File: src/rtl/alinhador_serial.sv
// rtl/alinhador_serial.sv - exponent alignment front end for the float adder
// Orders two IEEE-754 singles by exponent and serially right-shifts the smaller fraction with G/R/S.
module alinhador_serial #(
   parameter int SHIFT_STEP = 1,
   parameter int SAT_LIMIT  = 27
) (
   input  logic        clock,
   input  logic        reset_n,
   input  logic [31:0] a,
   input  logic [31:0] b,
   input  logic        in_valid,
   output logic        in_ready,
   output logic        out_valid,
   input  logic        out_ready,
   output logic [7:0]  exp_out,
   output logic [26:0] fract_big,
   output logic [26:0] fract_small,
   output logic        sign_big,
   output logic        sign_small,
   output logic        swap,
   output logic        special
);

   typedef enum logic [1:0] {IDLE, COMPARE, SHIFT, DONE} state_t;

   localparam logic [7:0] STEP8 = 8'(SHIFT_STEP);

   state_t      state, state_next;
   logic [31:0] a_reg, b_reg, a_next, b_next;
   logic [7:0]  rem, rem_next, exp_next;
   logic [26:0] fb_next, fs_next;
   logic        sb_next, ss_next, swap_next, special_next;

   logic [7:0]  ea_raw, eb_raw, ea, eb, e_big, e_small, diff, step_k;
   logic [26:0] fa, fb, f_big, f_small, shifted;
   logic        b_wins, special_c, sticky;

   // Denormals use effective exponent 1 with a zero hidden bit.
   assign ea_raw    = a_reg[30:23];
   assign eb_raw    = b_reg[30:23];
   assign ea        = (ea_raw == 8'd0) ? 8'd1 : ea_raw;
   assign eb        = (eb_raw == 8'd0) ? 8'd1 : eb_raw;
   assign fa        = {|ea_raw, a_reg[22:0], 3'b000};
   assign fb        = {|eb_raw, b_reg[22:0], 3'b000};
   assign b_wins    = eb > ea;
   assign e_big     = b_wins ? eb : ea;
   assign e_small   = b_wins ? ea : eb;
   assign f_big     = b_wins ? fb : fa;
   assign f_small   = b_wins ? fa : fb;
   assign diff      = e_big - e_small;
   assign special_c = (&ea_raw) | (&eb_raw);

   assign step_k  = (rem < STEP8) ? rem : STEP8;
   assign shifted = fract_small >> step_k;

   // Everything leaving the window (plus the old bit0 sticky) folds into the new bit0.
   always_comb begin
      sticky = 1'b0;
      for (int i = 0; i <= 8; i++) begin
         if (8'(i) <= step_k) sticky = sticky | fract_small[i];
      end
   end

   always_comb begin
      state_next   = state;
      a_next       = a_reg;
      b_next       = b_reg;
      rem_next     = rem;
      exp_next     = exp_out;
      fb_next      = fract_big;
      fs_next      = fract_small;
      sb_next      = sign_big;
      ss_next      = sign_small;
      swap_next    = swap;
      special_next = special;
      case (state)
         IDLE: begin
            if (in_valid) begin
               a_next     = a;
               b_next     = b;
               state_next = COMPARE;
            end
         end
         COMPARE: begin
            swap_next    = b_wins;
            exp_next     = special_c ? 8'hFF : e_big;
            fb_next      = f_big;
            fs_next      = f_small;
            sb_next      = b_wins ? b_reg[31] : a_reg[31];
            ss_next      = b_wins ? a_reg[31] : b_reg[31];
            special_next = special_c;
            rem_next     = diff;
            if (special_c || diff == 8'd0) begin
               state_next = DONE;
            end else if (int'(diff) >= SAT_LIMIT) begin
               fs_next    = {26'd0, |f_small};
               state_next = DONE;
            end else begin
               state_next = SHIFT;
            end
         end
         SHIFT: begin
            fs_next  = {shifted[26:1], shifted[0] | sticky};
            rem_next = rem - step_k;
            if (rem == step_k) state_next = DONE;
         end
         DONE: begin
            if (out_ready) state_next = IDLE;
         end
         default: state_next = IDLE;
      endcase
   end

   always_ff @(posedge clock) begin
      if (!reset_n) begin
         state       <= IDLE;
         a_reg       <= '0;
         b_reg       <= '0;
         rem         <= '0;
         in_ready    <= 1'b1;
         out_valid   <= 1'b0;
         exp_out     <= '0;
         fract_big   <= '0;
         fract_small <= '0;
         sign_big    <= 1'b0;
         sign_small  <= 1'b0;
         swap        <= 1'b0;
         special     <= 1'b0;
      end else begin
         state       <= state_next;
         a_reg       <= a_next;
         b_reg       <= b_next;
         rem         <= rem_next;
         in_ready    <= (state_next == IDLE);
         out_valid   <= (state_next == DONE);
         exp_out     <= exp_next;
         fract_big   <= fb_next;
         fract_small <= fs_next;
         sign_big    <= sb_next;
         sign_small  <= ss_next;
         swap        <= swap_next;
         special     <= special_next;
      end
   end

endmodule

File: config.mk
export PLATFORM = sky130hd
export DESIGN_NAME = alinhador_serial
export DESIGN_NICKNAME = d
export VERILOG_FILES = /design/src/rtl/alinhador_serial.sv
export SDC_FILE = /design/constraint.sdc
export NUM_CORES = 1
export LEC_CHECK = 0
export CELL_PAD_IN_SITES_DETAIL_PLACEMENT = 1
export CELL_PAD_IN_SITES_GLOBAL_PLACEMENT = 1
export CORE_ASPECT_RATIO = 0.8
export CORE_MARGIN = 8
export CORE_UTILIZATION = 35
export CTS_CLUSTER_SIZE = 28
export DETAILED_ROUTE_END_ITERATION = 12
export GPL_TIMING_DRIVEN = 0
export MAX_ROUTING_LAYER = met4
export PLACE_DENSITY = 0.89
export SETUP_SLACK_MARGIN = 0.1
export SLEW_MARGIN = 20
export SYNTH_ARGS = -nofsm -noshare
export SYNTH_HDL_FRONTEND = slang
export SYNTH_SLANG_ARGS = --single-unit
File: constraint.sdc
create_clock -name clock -period 4.4 [get_ports clock]
set_input_delay 0.44 -clock clock [delete_from_list [all_inputs] [get_ports clock]]
set_output_delay 0.44 -clock clock [all_outputs]
set_load 0.01 [all_outputs]
==> impl_results.md, run 1 <==
- Status: completed
- Hold endpoint: fract_big[6]$_SDFFE_PN0P_
- Via density: 5.86
- Largest net degree at the start of global routing: 17
- Crit path DAT: 4.65 ns
- Power per cell area: between 800 and 900 nW/um^2
- Worst r2r dst: out_valid$_SDFF_PN0_
- Delay-heaviest family, CP: compound AO/OA/AOI/OAI gates
- Seq/Total Area, Yosys: between 30% and 40%
- RSZ-0062 raised after global routing: true
- Synthesis-to-layout area growth: 34.4%
- Final hold vios: 0
- Data required time of the critical path: ~4.7 ns
- Total gr overflow: 0
- CTS max path bufs: 2
- Combinational share of power: 57.4%
- Fin worst setup slack: approximately 0.063 ns
- Fillers: ~2.6k
- Setup skew after layout: 0.0103 ns
- Fmax achieved: 231 MHz
- I/O Buffers: approximately 130
- Sw Ratio: between 40% and 50%
- Antenna diodes: 0
- Netlist cell types: 65
- Die H: 147 um
- Dpl ws: -1.12 ns
- Row count: 47
- Num CTS Buffers: 17
- Share of layout cells above drive strength 1: 9.31%
- Initial antenna violation count: 0
- Cell Area, Synth: 7470 um^2
- Ys async rst share: 0%
- CTS tree: built
- Clock slew at reported path FFs: about 0.07 ns
- IO Pins: 136
- Post-synth top flop: dfxtp_1
- WS Path Type: flop to flop
- CTS H-tree lvls: 4
- CTS Root Cell: clkbuf_16
- Worst path bufs/invs: 2
- Skew-Pair Late Insertion Delay: 0.44 ns
- CP max stage delay: 0.58 ns
- Die W: 179 um
- Drt drc: 0
- Synthesized area per cell: 7.64 um^2
- Wire per inst: 21.8 um
- Vias in the first global route: 8444
- Internal power: about 0.0042 W
- Initial drt markers: between 600 and 700
- Post-DRT Antenna Nets: 0
- Critical Path Fanout Max: 7
- Post-synth EDFFs: 0
- Net load switching power: 0.00388 W
- Hold_sp: fract_big[6]$_SDFFE_PN0P_
- Reg power frac: 24.2%
- Slew @ Worst Pin: 0.799 ns
- Yosys synthesis warning count: 0
- Register bit total from synthesis: 139
- Core area: roughly 21000 um^2
- Synth Instances: 977
- All-layer global routing usage: 23.7%
- Clock power frac: between 10% and 20%
- Final hold slack: between 0.4 and 0.5 ns
- Max_slew headroom: 46.8%
- Crit Reg-Reg Startpoint: a_reg[29]$_SDFFE_PN0P_
- Slowest CP cell: or4_4
- Final Max Tran Viols: 0
- Fin nets: 1230
- Post-DP HPWL: 22.8 mm
- Fin crit period: 4.34 ns
- VDD IR-drop max: about 280 uV
- Leakage: 3.78 nW
- Reg2Reg Setup Slack: 0.06 ns
- Worst setup EP type: flop
- Initial Utilization: 35.9%
- Most used cell, CP: ha_2
- Routed WL: 31.1 mm
- First-pass GRT wire length: 47.4 mm
- Hold buffer count at cts: 0
- Clock sink total: 139
- Final setup viols: 0
- FF-to-FF path depth: 18
- Die area: about 26000 um^2
- Placer Congestion: 0.938
- Crit-path cells: or4_4, o21bai_4, ha_2, nand2b_1, a41oi_2, nand3_2, nand2_4, buf_12, a21oi_2, ha_2, inv_2, o211ai_1, o31ai_2, a31oi_1, a211oi_2, xnor2_2, a311o_2, o311a_1
- Worst Hold Class: flop to flop
- Via Count: 8379
- Fin crit share: 98.6%
- Hold depth: 1
- DRT Pass-1 Iters: 5
- Total of max-cap violations: 0
- CP Launch Type: flop
## cell usage in the layout (no fill, tap or decap), types with 6 or more instances in the layout
cell type	instances
nand2b_1	6
o211a_1	27
a21boi_0	68
a22oi_1	26
inv_1	14
a21oi_1	10
nand2_1	218
ha_1	11
a31oi_1	10
clkbuf_16	17
buf_4	23
o2111ai_1	25
clkbuf_1	67
o21ai_0	22
a22o_1	24
clkdlybuf4s50_1	131
dfxtp_1	134
buf_2	8
o21ai_1	23
nor2b_1	7
nor2_1	85
buf_1	6
nand4_1	7
inv_6	6
nor3_1	32
nand3_1	32
nor4_1	12
## metrics by stage
| step | cells | power (W) | TNS, ns | util (%) | area (um^2) |
|---|---|---|---|---|---|
| after floorplan | 979 | 0.00444 | 0 | - | 7480 |
| after CTS | 1423 | 0.00788 | 0 | 47.9 | 9970 |
| final | 1429 | 0.00811 | 0 | 48.2 | 10000 |
| after global routing | 1429 | 0.00854 | -1.16 | 48.2 | 10000 |
| after detailed placement | 1379 | 0.00599 | -29.24 | 43.8 | 9120 |
| after global placement | 1379 | 0.00584 | -25.77 | 43.8 | 9120 |
## power groups by stage
stage,clock network (W),logic [W],registers [W]
floorplan,0,0.00255,0.00189
global placement,0,0.00390,0.00194
detailed placement,0,0.00404,0.00195
CTS,0.00150,0.00446,0.00193
global route,0.00155,0.00500,0.00198
finish,0.00149,0.00466,0.00196
## cell type report
| type | count | area [um^2] | share of cell area [%] |
|---|---|---|---|
| flip-flops and latches | 139 | 2800 | 27.9 |
| plain buffers | 87 | 377 | 3.75 |
| multi-input cells | 736 | 4410 | 44.0 |
| repair buffers | 151 | 1460 | 14.6 |
| inverters | 15 | 56.3 | 0.561 |
| clock buffers | 19 | 443 | 4.41 |
| well taps | 269 | 337 | 3.35 |
| clock inverters | 13 | 154 | 1.53 |
## synthesized netlist by cell type (all sizes together), types with 4 or more instances
| library cell | number | share of area [%] |
|---|---|---|
| clkbuf | 69 | 3.5 |
| a21oi | 15 | 1.1 |
| inv | 15 | 0.75 |
| a31oi | 10 | 0.84 |
| o21ai | 48 | 3.2 |
| or4 | 6 | 0.60 |
| a21boi | 68 | 6.8 |
| buf | 20 | 1.4 |
| nand2 | 220 | 11 |
| nand3 | 33 | 2.2 |
| nand2b | 6 | 0.50 |
| xnor2 | 5 | 0.59 |
| a22o | 24 | 2.8 |
| a211oi | 4 | 0.40 |
| a22oi | 26 | 2.6 |
| ha | 15 | 2.5 |
| nor2b | 7 | 0.59 |
| and3 | 5 | 0.42 |
| and2 | 4 | 0.34 |
| dfxtp | 139 | 37 |
| o2111ai | 25 | 2.9 |
| nor4 | 15 | 1.5 |
| nand4 | 8 | 0.75 |
| nor3 | 33 | 2.3 |
| o22ai | 4 | 0.34 |
| o211a | 27 | 3.6 |
| nor2 | 86 | 4.4 |
## layer usage
metal	GRT usage (%)	vias to the layer above	part of all wire [%]
li1	-	3822	-
met1	31.1	4074	44
met2	34.8	418	44
met3	5.46	65	9.1
met4	8.86	0	3.0
met5	-	-	0
## worst max path at each step
| stage | endpoint | cells after the start | slack (ns) | startpoint |
|---|---|---|---|---|
| final | out_valid$_SDFF_PN0_ | 18 | 0.06 | a_reg[29]$_SDFFE_PN0P_ |
| after global routing | out_valid$_SDFF_PN0_ | 18 | -0.08 | a_reg[29]$_SDFFE_PN0P_ |
| after CTS | out_valid$_SDFF_PN0_ | 19 | 0.06 | a_reg[24]$_SDFFE_PN0P_ |
| after detailed placement | fract_small[9]$_SDFFE_PN0P_ | 20 | -1.12 | a_reg[27]$_SDFFE_PN0P_ |
| after global placement | fract_small[21]$_SDFFE_PN0P_ | 20 | -1.0 | a_reg[28]$_SDFFE_PN0P_ |
| after floorplan | out_valid$_SDFF_PN0_ | 19 | 0.14 | a_reg[27]$_SDFFE_PN0P_ |
## what timing repair did
action	in CTS	in global routing
cloned	0	0
pin swaps	15	13
setup buffers	13	7
setup endpoints to repair	30	27
gates resized for setup	37	14
## logic make-up after synthesis
kind of cell	Yosys count	synth area share (%)
muxes	4	0.553
buffers and inverters	104	5.63
xor gates and xnor gates	5	0.587
AOI/OAI and AO/OA	281	28.3
adders and majority gates	15	2.51
DFF	139	37.3
and+or+nand+nor	428	25.1
other	1	0.0502
No activity file was read; power rests on OpenSTA's default activity.
==> inputs of run 2 (changes only) <==
Settings changed: CTS_BUF_LIST from default to sky130_fd_sc_hd__clkbuf_4 sky130_fd_sc_hd__clkbuf_8 sky130_fd_sc_hd__clkbuf_16, CTS_CLUSTER_SIZE 28 to 12.
==> run 2 against run 1 <==
  * Clock power about the same
  * Largest cell class unchanged
  * Register-to-register slack is essentially flat
  * Combinational power hardly changed
  * Fmax is 0.15% lower
  * Sequential share of layout area hardly changed
  * First-iteration DRC count rose by 1.9%
  * Utilization hardly changed
  * Final cell count unchanged
  * Critical path depth unchanged
  * Clock-buffer cell count did not move
  * Design area about the same
==> impl_results.md, run 2 (same netlist as run 1, synthesis figures left out) <==
- Status: completed
- Routed WL: 31.1 mm (about the same)
- Worst path bufs/invs: 2 (unchanged)
- Power per cell area: 807 nW/um^2 (about the same)
- Num CTS Buffers: 17 (unchanged)
- CTS tree: built
- Total gr overflow: 0 (unchanged)
- Final hold slack: 0.484 ns (-0.000330 ns)
- Wire per inst: 21.8 um (about the same)
- Slew @ Worst Pin: 0.810 ns (+0.0111 ns)
- Synthesis-to-layout area growth: 34.4% (about the same)
- Initial antenna violation count: 0 (unchanged)
- Initial Utilization: 35.9% (unchanged)
- Final setup viols: 0 (unchanged)
- Die H: 147 um (unchanged)
- RSZ-0062 raised after global routing: true
- Commonest non-fill, non-tap cell in the layout: nand2_1
- Initial drt markers: 638 (+1.9%)
- Clock slew at reported path FFs: 0.07 ns (about the same)
- Fin nets: 1230 (unchanged)
- Share of layout cells above drive strength 1: 9.40% (+0.086 points)
- All-layer global routing usage: 23.7% (-0.032 points)
- Fin crit share: 98.7% (+0.15 points)
- Max_slew headroom: 46.0% (-0.74 points)
- Critical Path Fanout Max: 7 (unchanged)
- Fin crit period: 4.34 ns (+0.00640 ns)
- Fmax achieved: 230 MHz (-0.15%)
- Slowest CP cell: or4_4
- Via Count: 8420 (+0.49%)
- Core area: 20800 um^2 (unchanged)
- Row count: 47 (unchanged)
- Post-DRT Antenna Nets: 0 (unchanged)
- Worst Hold Class: flop to flop
- Die W: 179 um (unchanged)
- CTS max path bufs: 2 (unchanged)
- CTS H-tree lvls: 4 (unchanged)
- Total of max-cap violations: 0 (unchanged)
- Non-Filler Instances: 1429 (unchanged)
- CP max stage delay: 0.58 ns (about the same)
- DRT Pass-1 Iters: 5 (unchanged)
- CTS Root Cell: clkbuf_16
- Antenna diodes: 0 (unchanged)
- Data required time of the critical path: 4.71 ns (about the same)
- Final hold vios: 0 (unchanged)
- Final Util: 48.2% (about the same)
- Final Max Tran Viols: 0 (unchanged)
- Die area: 26300 um^2 (unchanged)
- Vias in the first global route: 8438 (-0.071%)
- IO Pins: 136 (unchanged)
- Post-DP HPWL: 22.8 mm (unchanged)
- Delay-heaviest family, CP: compound AO/OA/AOI/OAI gates
- Crit path DAT: 4.65 ns (about the same)
- VDD IR-drop max: 281 uV (+0.93%)
- Most used cell, CP: ha_2
- Most frequent cells in the layout: 218 x nand2_1, 134 x dfxtp_1, 131 x clkdlybuf4s50_1
- Placed cells: 1379 (unchanged)
- Via density: 5.89 (+0.49%)
- Setup skew after layout: 0.0149 ns (+0.00465 ns)
- Leakage: 3.78 nW (about the same)
- First-pass GRT wire length: 47.4 mm (-0.12%)
- Placer Congestion: 0.938 (unchanged)
- Drt drc: 0 (unchanged)
- I/O Buffers: 131 (unchanged)
- Crit-path cells: or4_4, o21bai_4, ha_2, nand2b_1, a41oi_2, nand3_2, nand2_4, buf_8, a21oi_2, ha_2, inv_2, o211ai_1, o31ai_2, a31oi_1, a211oi_2, xnor2_2, a311o_2, o311a_1
- CP Launch Type: flop
- Clock sink total: 139 (unchanged)
- Largest net degree at the start of global routing: 17 (unchanged)
- WS Path Type: flop to flop
- Skew-Pair Late Insertion Delay: 0.44 ns (about the same)
- Worst setup EP type: flop
run 2: final timing paths:
check	startpoint	end	slack, ns	depth (start not counted)
setup / recovery	a_reg[28]$_SDFFE_PN0P_	out_valid$_SDFF_PN0_	0.06	18
hold / removal	b_reg[31]$_SDFFE_PN0P_	b_reg[31]$_SDFFE_PN0P_	0.48	2
setup reg to reg	a_reg[28]$_SDFFE_PN0P_	out_valid$_SDFF_PN0_	0.06	18
hold reg to reg	b_reg[31]$_SDFFE_PN0P_	b_reg[31]$_SDFFE_PN0P_	0.48	2
run 2: power by group:
part	internal, W	switching (W)
clock network	0.000871	0.000617
logic	0.00177	0.00289
registers	0.00158	0.000376
run 2: repair_timing:
item | 4_1_cts | 5_1_grt
resized for setup | 36 | 14
pin swaps | 15 | 13
buffers inserted | 13 | 7
hold buffers | 0 | 0
setup endpoints to repair | 30 | 27
run 2: layout make-up:
class                      instances  area [um^2]
timing repair buffer             151         1460
sequential                       139         2800
inverter                          15         56.3
tap                              269          337
fill                            2547        10800
multi-input combinational        736         4410
clock buffer                      19          447
buffer                            87          372
clock inverter                    13          154
run 2: metal layers:
layer / GRT usage, % / up-vias / wire, um
li1: - / 3827 / -
met1: 31.2 / 4120 / 13800
met2: 34.8 / 412 / 13800
met3: 5.34 / 61 / 2720
met4: 8.36 / 0 / 805
met5: - / - / 0
run 2: stage by stage:
step                setup WS [ns]  setup TNS (ns)  area [um^2]  total power, W
CTS                        0.0561               0         9970         0.00788
finish                     0.0571               0        10000         0.00810
detailed placement          -1.12          -29.24         9120         0.00599
global placement           -0.998          -25.77         9120         0.00584
global route              -0.0685          -0.884        10000         0.00854
floorplan                   0.136               0         7480         0.00444
run 2: worst reg2reg max path, stage by stage (launching register included):
cell      delay [ns]
dfxtp_4         0.36
or4_4           0.58
o21bai_4        0.21
ha_2            0.20
nand2b_1        0.07
a41oi_2         0.26
nand3_2         0.16
nand2_4         0.12
buf_8           0.11
a21oi_2         0.05
ha_2            0.17
inv_2           0.04
o211ai_1        0.10
o31ai_2         0.41
a31oi_1         0.16
a211oi_2        0.27
xnor2_2         0.12
a311o_2         0.46
o311a_1         0.37
==> inputs of run 3 (changes only) <==
Settings changed: CELL_PAD_IN_SITES_DETAIL_PLACEMENT 1 to default, CELL_PAD_IN_SITES_GLOBAL_PLACEMENT 1 to default, CORE_UTILIZATION 35 to 48.
==> run 3 against run 2 <==
  * Register-to-register slack got worse by 0.03 ns
  * Largest cell class unchanged
  * Wire length down 15%
  * Fmax fell by 0.78%
==> impl_results.md, run 3 (same netlist as run 1, synthesis figures left out) <==
- Num CTS Buffers: 17 (unchanged)
- Total gr overflow: 0 (unchanged)
- Total of max-cap violations: 0 (unchanged)
- Reg2Reg Setup Slack: 0.02 ns (-0.03 ns)
- Die area: 19800 um^2 (-25%)
- Worst Hold Class: flop to flop
- Internal power: 0.00412 W (-2.4%)
- FF-to-FF path depth: 19 (+1)
- Crit path DAT: 4.68 ns (+0.03 ns)
- Worst setup EP type: flop
- Final Max Tran Viols: 0 (unchanged)
- Synthesis-to-layout area growth: 32.9%
- Post-DRT Antenna Nets: 0 (unchanged)
- Hold endpoint: rem[5]$_SDFFE_PN0P_
- Combinational share of power: 56.7% (-0.7 points)
- Leakage: 3.74 nW (-1.3%)
- Initial antenna violation count: 0 (unchanged)
- CTS H-tree lvls: 4 (unchanged)
- Placed Area: 9050 um^2 (-0.81%)
- Skew-Pair Late Insertion Delay: 0.43 ns (about the same)
- Hold buffer count at cts: 0 (unchanged)
- Fin nets: 1221 (-0.73%)
- Clock slew at reported path FFs: 0.06 ns (about the same)
- Delay-heaviest family, CP: compound AO/OA/AOI/OAI gates
- Wire per inst: 19.5 um (-10%)
- Initial drt markers: 1166 (+83%)
- Largest net degree at the start of global routing: 17 (unchanged)
- IO Pins: 136 (unchanged)
- Net load switching power: 0.00370 W (-4.7%)
- Status: completed
- Clock power frac: 18.5% (about the same)
- Core area: 15100 um^2 (-27%)
- Via Count: 8381 (-0.46%)
- Dpl ws: -0.970 ns (+0.150 ns)
- CTS tree: built
- Hold_sp: rem[5]$_SDFFE_PN0P_
- All-layer global routing usage: 26.9% (+3.3 points)
- CTS Root Cell: clkbuf_16
- Vias in the first global route: 7822 (-7.3%)
- Worst path bufs/invs: 3 (+1)
- Most frequent cells in the layout: 218 x nand2_1, 131 x clkdlybuf4s50_1, 129 x dfxtp_1
- CP max stage delay: 0.57 ns (about the same)
- Slowest CP cell: or4_4
- WS Path Type: flop to flop
- Hold depth: 2 (unchanged)
- Fin worst setup slack: 0.0230 ns (-0.0341 ns)
- Fin crit share: 99.5% (+0.77 points)
- Clock sink total: 139 (unchanged)
- Routed WL: 26.6 mm (-15%)
- Fin crit period: 4.38 ns (+0.0341 ns)
- Drt drc: 0 (unchanged)
- Commonest non-fill, non-tap cell in the layout: nand2_1
- Critical Path Fanout Max: 5 (-2)
- Max_slew headroom: 49.5% (+3.5 points)
- Final hold slack: 0.465 ns (-0.0192 ns)
- Post-DP HPWL: 19.1 mm (-16%)
- Data required time of the critical path: 4.70 ns (about the same)
- Fin area: 9920 um^2 (-1.1%)
- Row count: 40 (-15%)
- DRT Pass-1 Iters: 5 (unchanged)
- Share of layout cells above drive strength 1: 8.86% (-0.53 points)
- Initial Utilization: 49.4% (+14 points)
- Worst r2r dst: out_valid$_SDFF_PN0_
- Sw Ratio: 47.3% (-0.59 points)
- Die H: 128 um (-13%)
- Crit-path cells: or4_4, o21bai_4, ha_4, and3b_1, o21ai_2, nand3_2, nand2_4, buf_8, a21oi_2, ha_2, inv_2, o211ai_1, o31ai_2, buf_4, a31oi_4, a211oi_2, xnor2_2, a311o_2, o311a_1
- I/O Buffers: 131 (unchanged)
- Power per cell area: 788 nW/um^2 (-2.4%)
- VDD IR-drop max: 388 uV (+38%)
- Crit Reg-Reg Startpoint: a_reg[28]$_SDFFE_PN0P_
- CTS max path bufs: 2 (unchanged)
- RSZ-0062 raised after global routing: true
- Antenna diodes: 0 (unchanged)
- Final setup viols: 0 (unchanged)
- Reg power frac: 24.7% (+0.5 points)
- Die W: 155 um (-13%)
- Setup skew after layout: 0.00790 ns (-0.00703 ns)
- Via density: 6.16 (+4.5%)
- Slew @ Worst Pin: 0.757 ns (-0.0526 ns)
- Setup_tns: 0 ns (unchanged)
- Placer Congestion: 0.963 (+2.7%)
- First-pass GRT wire length: 41.7 mm (-12%)
- Fmax achieved: 228 MHz (-0.78%)
- CP Launch Type: flop
- Final hold vios: 0 (unchanged)
run 3: cell types whose count changed in the layout (fill, tap and decap cells not counted), moves of 3 or more:
| cell | change |
|---|---|
| dfxtp_2 | +6 |
| dfxtp_1 | -5 |
| buf_4 | -9 |
| clkbuf_8 | +4 |
| clkinv_4 | +3 |
| inv_6 | -4 |
run 3: cell type report:
cell class	count	area, um^2
flip-flops and latches	139	2800
repair buffers	142	1390
inverters	15	56.3
plain buffers	86	364
fillers	1263	5190
clock inverters	10	106
clock buffers	22	494
multi-input cells	737	4440
well taps	210	263
run 3: worst max-delay path by stage:
stage	end	cells past startpoint	slack (ns)	start
6_report	out_valid$_SDFF_PN0_	19	0.02	a_reg[28]$_SDFFE_PN0P_
5_1_grt	out_valid$_SDFF_PN0_	19	-0.07	a_reg[28]$_SDFFE_PN0P_
2_1_floorplan	out_valid$_SDFF_PN0_	19	0.14	a_reg[27]$_SDFFE_PN0P_
4_1_cts	out_valid$_SDFF_PN0_	20	0.06	a_reg[24]$_SDFFE_PN0P_
3_3_place_gp	fract_small[21]$_SDFFE_PN0P_	20	-0.87	a_reg[28]$_SDFFE_PN0P_
3_5_place_dp	fract_small[21]$_SDFFE_PN0P_	20	-0.97	a_reg[28]$_SDFFE_PN0P_
run 3: worst min-delay path: stages (launching register included):
cell and delay (ns):
dfxtp_1 0.32, nand3_1 0.06, o21ai_0 0.06
run 3: what timing repair did:
action | CTS | global route
pin swaps | 15 | 13
gates resized for setup | 37 | 13
setup buffers | 9 | 2
setup endpoints to repair | 30 | 27
gates cloned | 1 | 0
run 3: routing by layer:
metal	track usage, %	part of all wire, %	vias to the layer above
met1	35.9	42	3855
met2	38.3	42	634
met4	10.0	2.7	0
met3	7.18	13	74
met5	-	0	-
li1	-	-	3818
run 3: per-stage QoR:
stage	power [W]	instances	utilization, %
after CTS	0.00764	1361	65.5
after floorplan	0.00444	979	-
final	0.00782	1361	65.6
after global placement	0.00572	1320	59.9
after detailed placement	0.00580	1320	59.9
after global routing	0.00823	1361	65.6
run 3: power by group through the flow:
stage	Combinational [W]	Clock, W	Sequential (W)
floorplan	0.00255	0	0.00189
global placement	0.00381	0	0.00191
detailed placement	0.00389	0	0.00191
CTS	0.00430	0.00144	0.00190
global route	0.00477	0.00150	0.00196
finish	0.00444	0.00145	0.00193
==> variant: new RTL, flow settings as in run 2 <==
Re-encode `state_t` (4 states) as one-hot, 4 bits wide.
--- a/src/rtl/alinhador_serial.sv
+++ b/src/rtl/alinhador_serial.sv
@@ -21,7 +21,7 @@
    output logic        special
 );
 
-   typedef enum logic [1:0] {IDLE, COMPARE, SHIFT, DONE} state_t;
+   typedef enum logic [3:0] {IDLE = 4'b0001, COMPARE = 4'b0010, SHIFT = 4'b0100, DONE = 4'b1000} state_t;
 
    localparam logic [7:0] STEP8 = 8'(SHIFT_STEP);
 
Behaviour: no difference found for any inputs over 4 cycles, from zero or initial values and one cycle with reset_n low; so few cycles prove little.
==> variant against run 2 <==
Synthesized area shrank 3.7%. Wire length shrank 3.7%. First-iteration DRC count grew 28%. Sequential cell count grew 2. Cell area shrank 0.55%. Die area shrank 3.3%. Setup slack lost 0.011 ns. Critical endpoint is now fract_small[24]$_SDFFE_PN0P_. Largest cell class unchanged.
Power is not compared: it rests on default switching activity, and its combinational part moved more than twofold at a synthesized area within 25%.
==> variant: results (changes against run 2) <==
\begin{tabular}{lr}
\hline
Metric & Value \\
\hline
\multicolumn{2}{l}{\textbf{Yosys}} \\
Unique cell type count in the Yosys netlist & 69 (+6.2\%) \\
Post-Synth XOR/XNOR Area & 0.007306 (+0.001440) \\
Area share of fa/ha/maj cells after synthesis & 0.01739 (-0.007744) \\
Proportion of netlist area held by the largest area contributor & 0.3924 (+0.01970) \\
Post-synthesis sequential area ratio & 0.3924 (+0.01970) \\
Most used standard cells in the synthesized netlist & 315 x sky130\_fd\_sc\_hd\_\_nand2\_1, 141 x sky130\_fd\_sc\_hd\_\_dfxtp\_1, 59 x sky130\_fd\_sc\_hd\_\_a21oi\_1, 52 x sky130\_fd\_sc\_hd\_\_clkbuf\_1, 50 x sky130\_fd\_sc\_hd\_\_o21ai\_0 \\
Average footprint of a synthesized cell & 7.556 sq um (-1.1\%) \\
Mux share of post-synthesis cell area & 0.002783 (-0.002747) \\
Compound-cell area share of the yosys netlist & 0.2566 (-0.02632) \\
\multicolumn{2}{l}{\textbf{Placement}} \\
Final weighted congestion in routability-driven placement & 0.8859 (-5.5\%) \\
Pre-CTS setup slack & -0.8910 ns (+0.2294 ns) \\
\multicolumn{2}{l}{\textbf{Worst setup path}} \\
Critical-path top delay cell & sky130\_fd\_sc\_hd\_\_ha\_1 \\
Crit-path max FO & 6 (-1) \\
Worst R2R Start & a\_reg[26]\$\_SDFFE\_PN0P\_ \\
CP Data Arrival Time & 4.70 ns (+0.05 ns) \\
Slowest Stage Delay on Critical Path & 0.53 ns (-0.05 ns) \\
\multicolumn{2}{l}{\textbf{Routing}} \\
Via-to-Cell Ratio & 5.733 (-2.7\%) \\
Wire length after detailed routing & 29990 microns (-3.7\%) \\
Routed met1 length & 13700 microns (-0.75\%) \\
Initial drt markers & 819 (+28\%) \\
Max Used Layer & met4 \\
Metal2 WL & 13130 microns (-4.9\%) \\
\multicolumn{2}{l}{\textbf{Run status}} \\
Run status & finished clean \\
\multicolumn{2}{l}{\textbf{Layout}} \\
Finished Layout Cells & 1409 (-1.4\%) \\
Fraction of final layout cells with drive strength greater than 1 & 0.1175 (+0.02358) \\
Number of nets in the layout & 1206 (-2.0\%) \\
\multicolumn{2}{l}{\textbf{CTS}} \\
CTS H-tree lvls & 4 (unchanged) \\
\multicolumn{2}{l}{\textbf{Timing}} \\
Slew headroom & 0.3777 (-0.08236) \\
\multicolumn{2}{l}{\textbf{Min path}} \\
Hold path startpoint & a\_reg[31]\$\_SDFFE\_PN0P\_ \\
Cell count of the worst hold path & 2 (unchanged) \\
Capture endpoint of the worst hold path & a\_reg[31]\$\_SDFFE\_PN0P\_ \\
\multicolumn{2}{l}{\textbf{Global route}} \\
First-pass GRT wire length & 45080 microns (-4.8\%) \\
Overall Global Routing Usage & 0.2353 (-0.001245) \\
\multicolumn{2}{l}{\textbf{Power and ir drop}} \\
Highest ir drop seen on vdd & 0.0002297 V \\
\hline
\end{tabular}
variant: cell families after synthesis:
logic type / after synthesis
simple gates: 455
compound gates: 253
flops: 141
buf+inv: 84
fa+ha+maj: 10
xor+xnor: 6
mux: 2
other cells: 1
variant: worst max-delay path by stage:
stage	from	endpoint	slack [ns]	depth (start not counted)
floorplan	b_reg[27]$_SDFFE_PN0P_	fract_small[10]$_SDFFE_PN0P_	0.10	20
CTS	b_reg[24]$_SDFFE_PN0P_	fract_small[7]$_SDFFE_PN0P_	0.11	21
detailed placement	b_reg[27]$_SDFFE_PN0P_	fract_small[18]$_SDFFE_PN0P_	-0.89	21
global placement	b_reg[27]$_SDFFE_PN0P_	fract_small[18]$_SDFFE_PN0P_	-0.93	20
global route	a_reg[26]$_SDFFE_PN0P_	fract_small[24]$_SDFFE_PN0P_	-0.06	18
finish	a_reg[26]$_SDFFE_PN0P_	fract_small[24]$_SDFFE_PN0P_	0.05	18
variant: through the flow:
stage	hold slack, ns	util
3_3_place_gp	0.4765	0.4343
5_1_grt	0.5214	0.4890
3_5_place_dp	0.4871	0.4343
6_report	0.4993	0.4890
4_1_cts	0.4931	0.4767
2_1_floorplan	0.4571	-
variant: cell type report:
type	count	area share
tap	269	0.03373
multi-input combinational	729	0.4245
clock inverter	10	0.01643
clock buffer	21	0.04627
buffer	72	0.03599
inverter	11	0.004138
sequential	141	0.2839
timing repair buffer	156	0.1551
variant: metal layers:
layer / up-vias / track usage
met5: - / -
met4: 0 / 0.08905
met3: 63 / 0.06028
met2: 333 / 0.3426
met1: 3994 / 0.3090
li1: 3688 / -
variant: timing repair:
action                     4_1_cts  5_1_grt
pin swaps                        7       16
hold buffers                     0        0
resized for setup               20       32
setup endpoints to repair       30       28
gates cloned                     1        1
setup buffers                   13       10
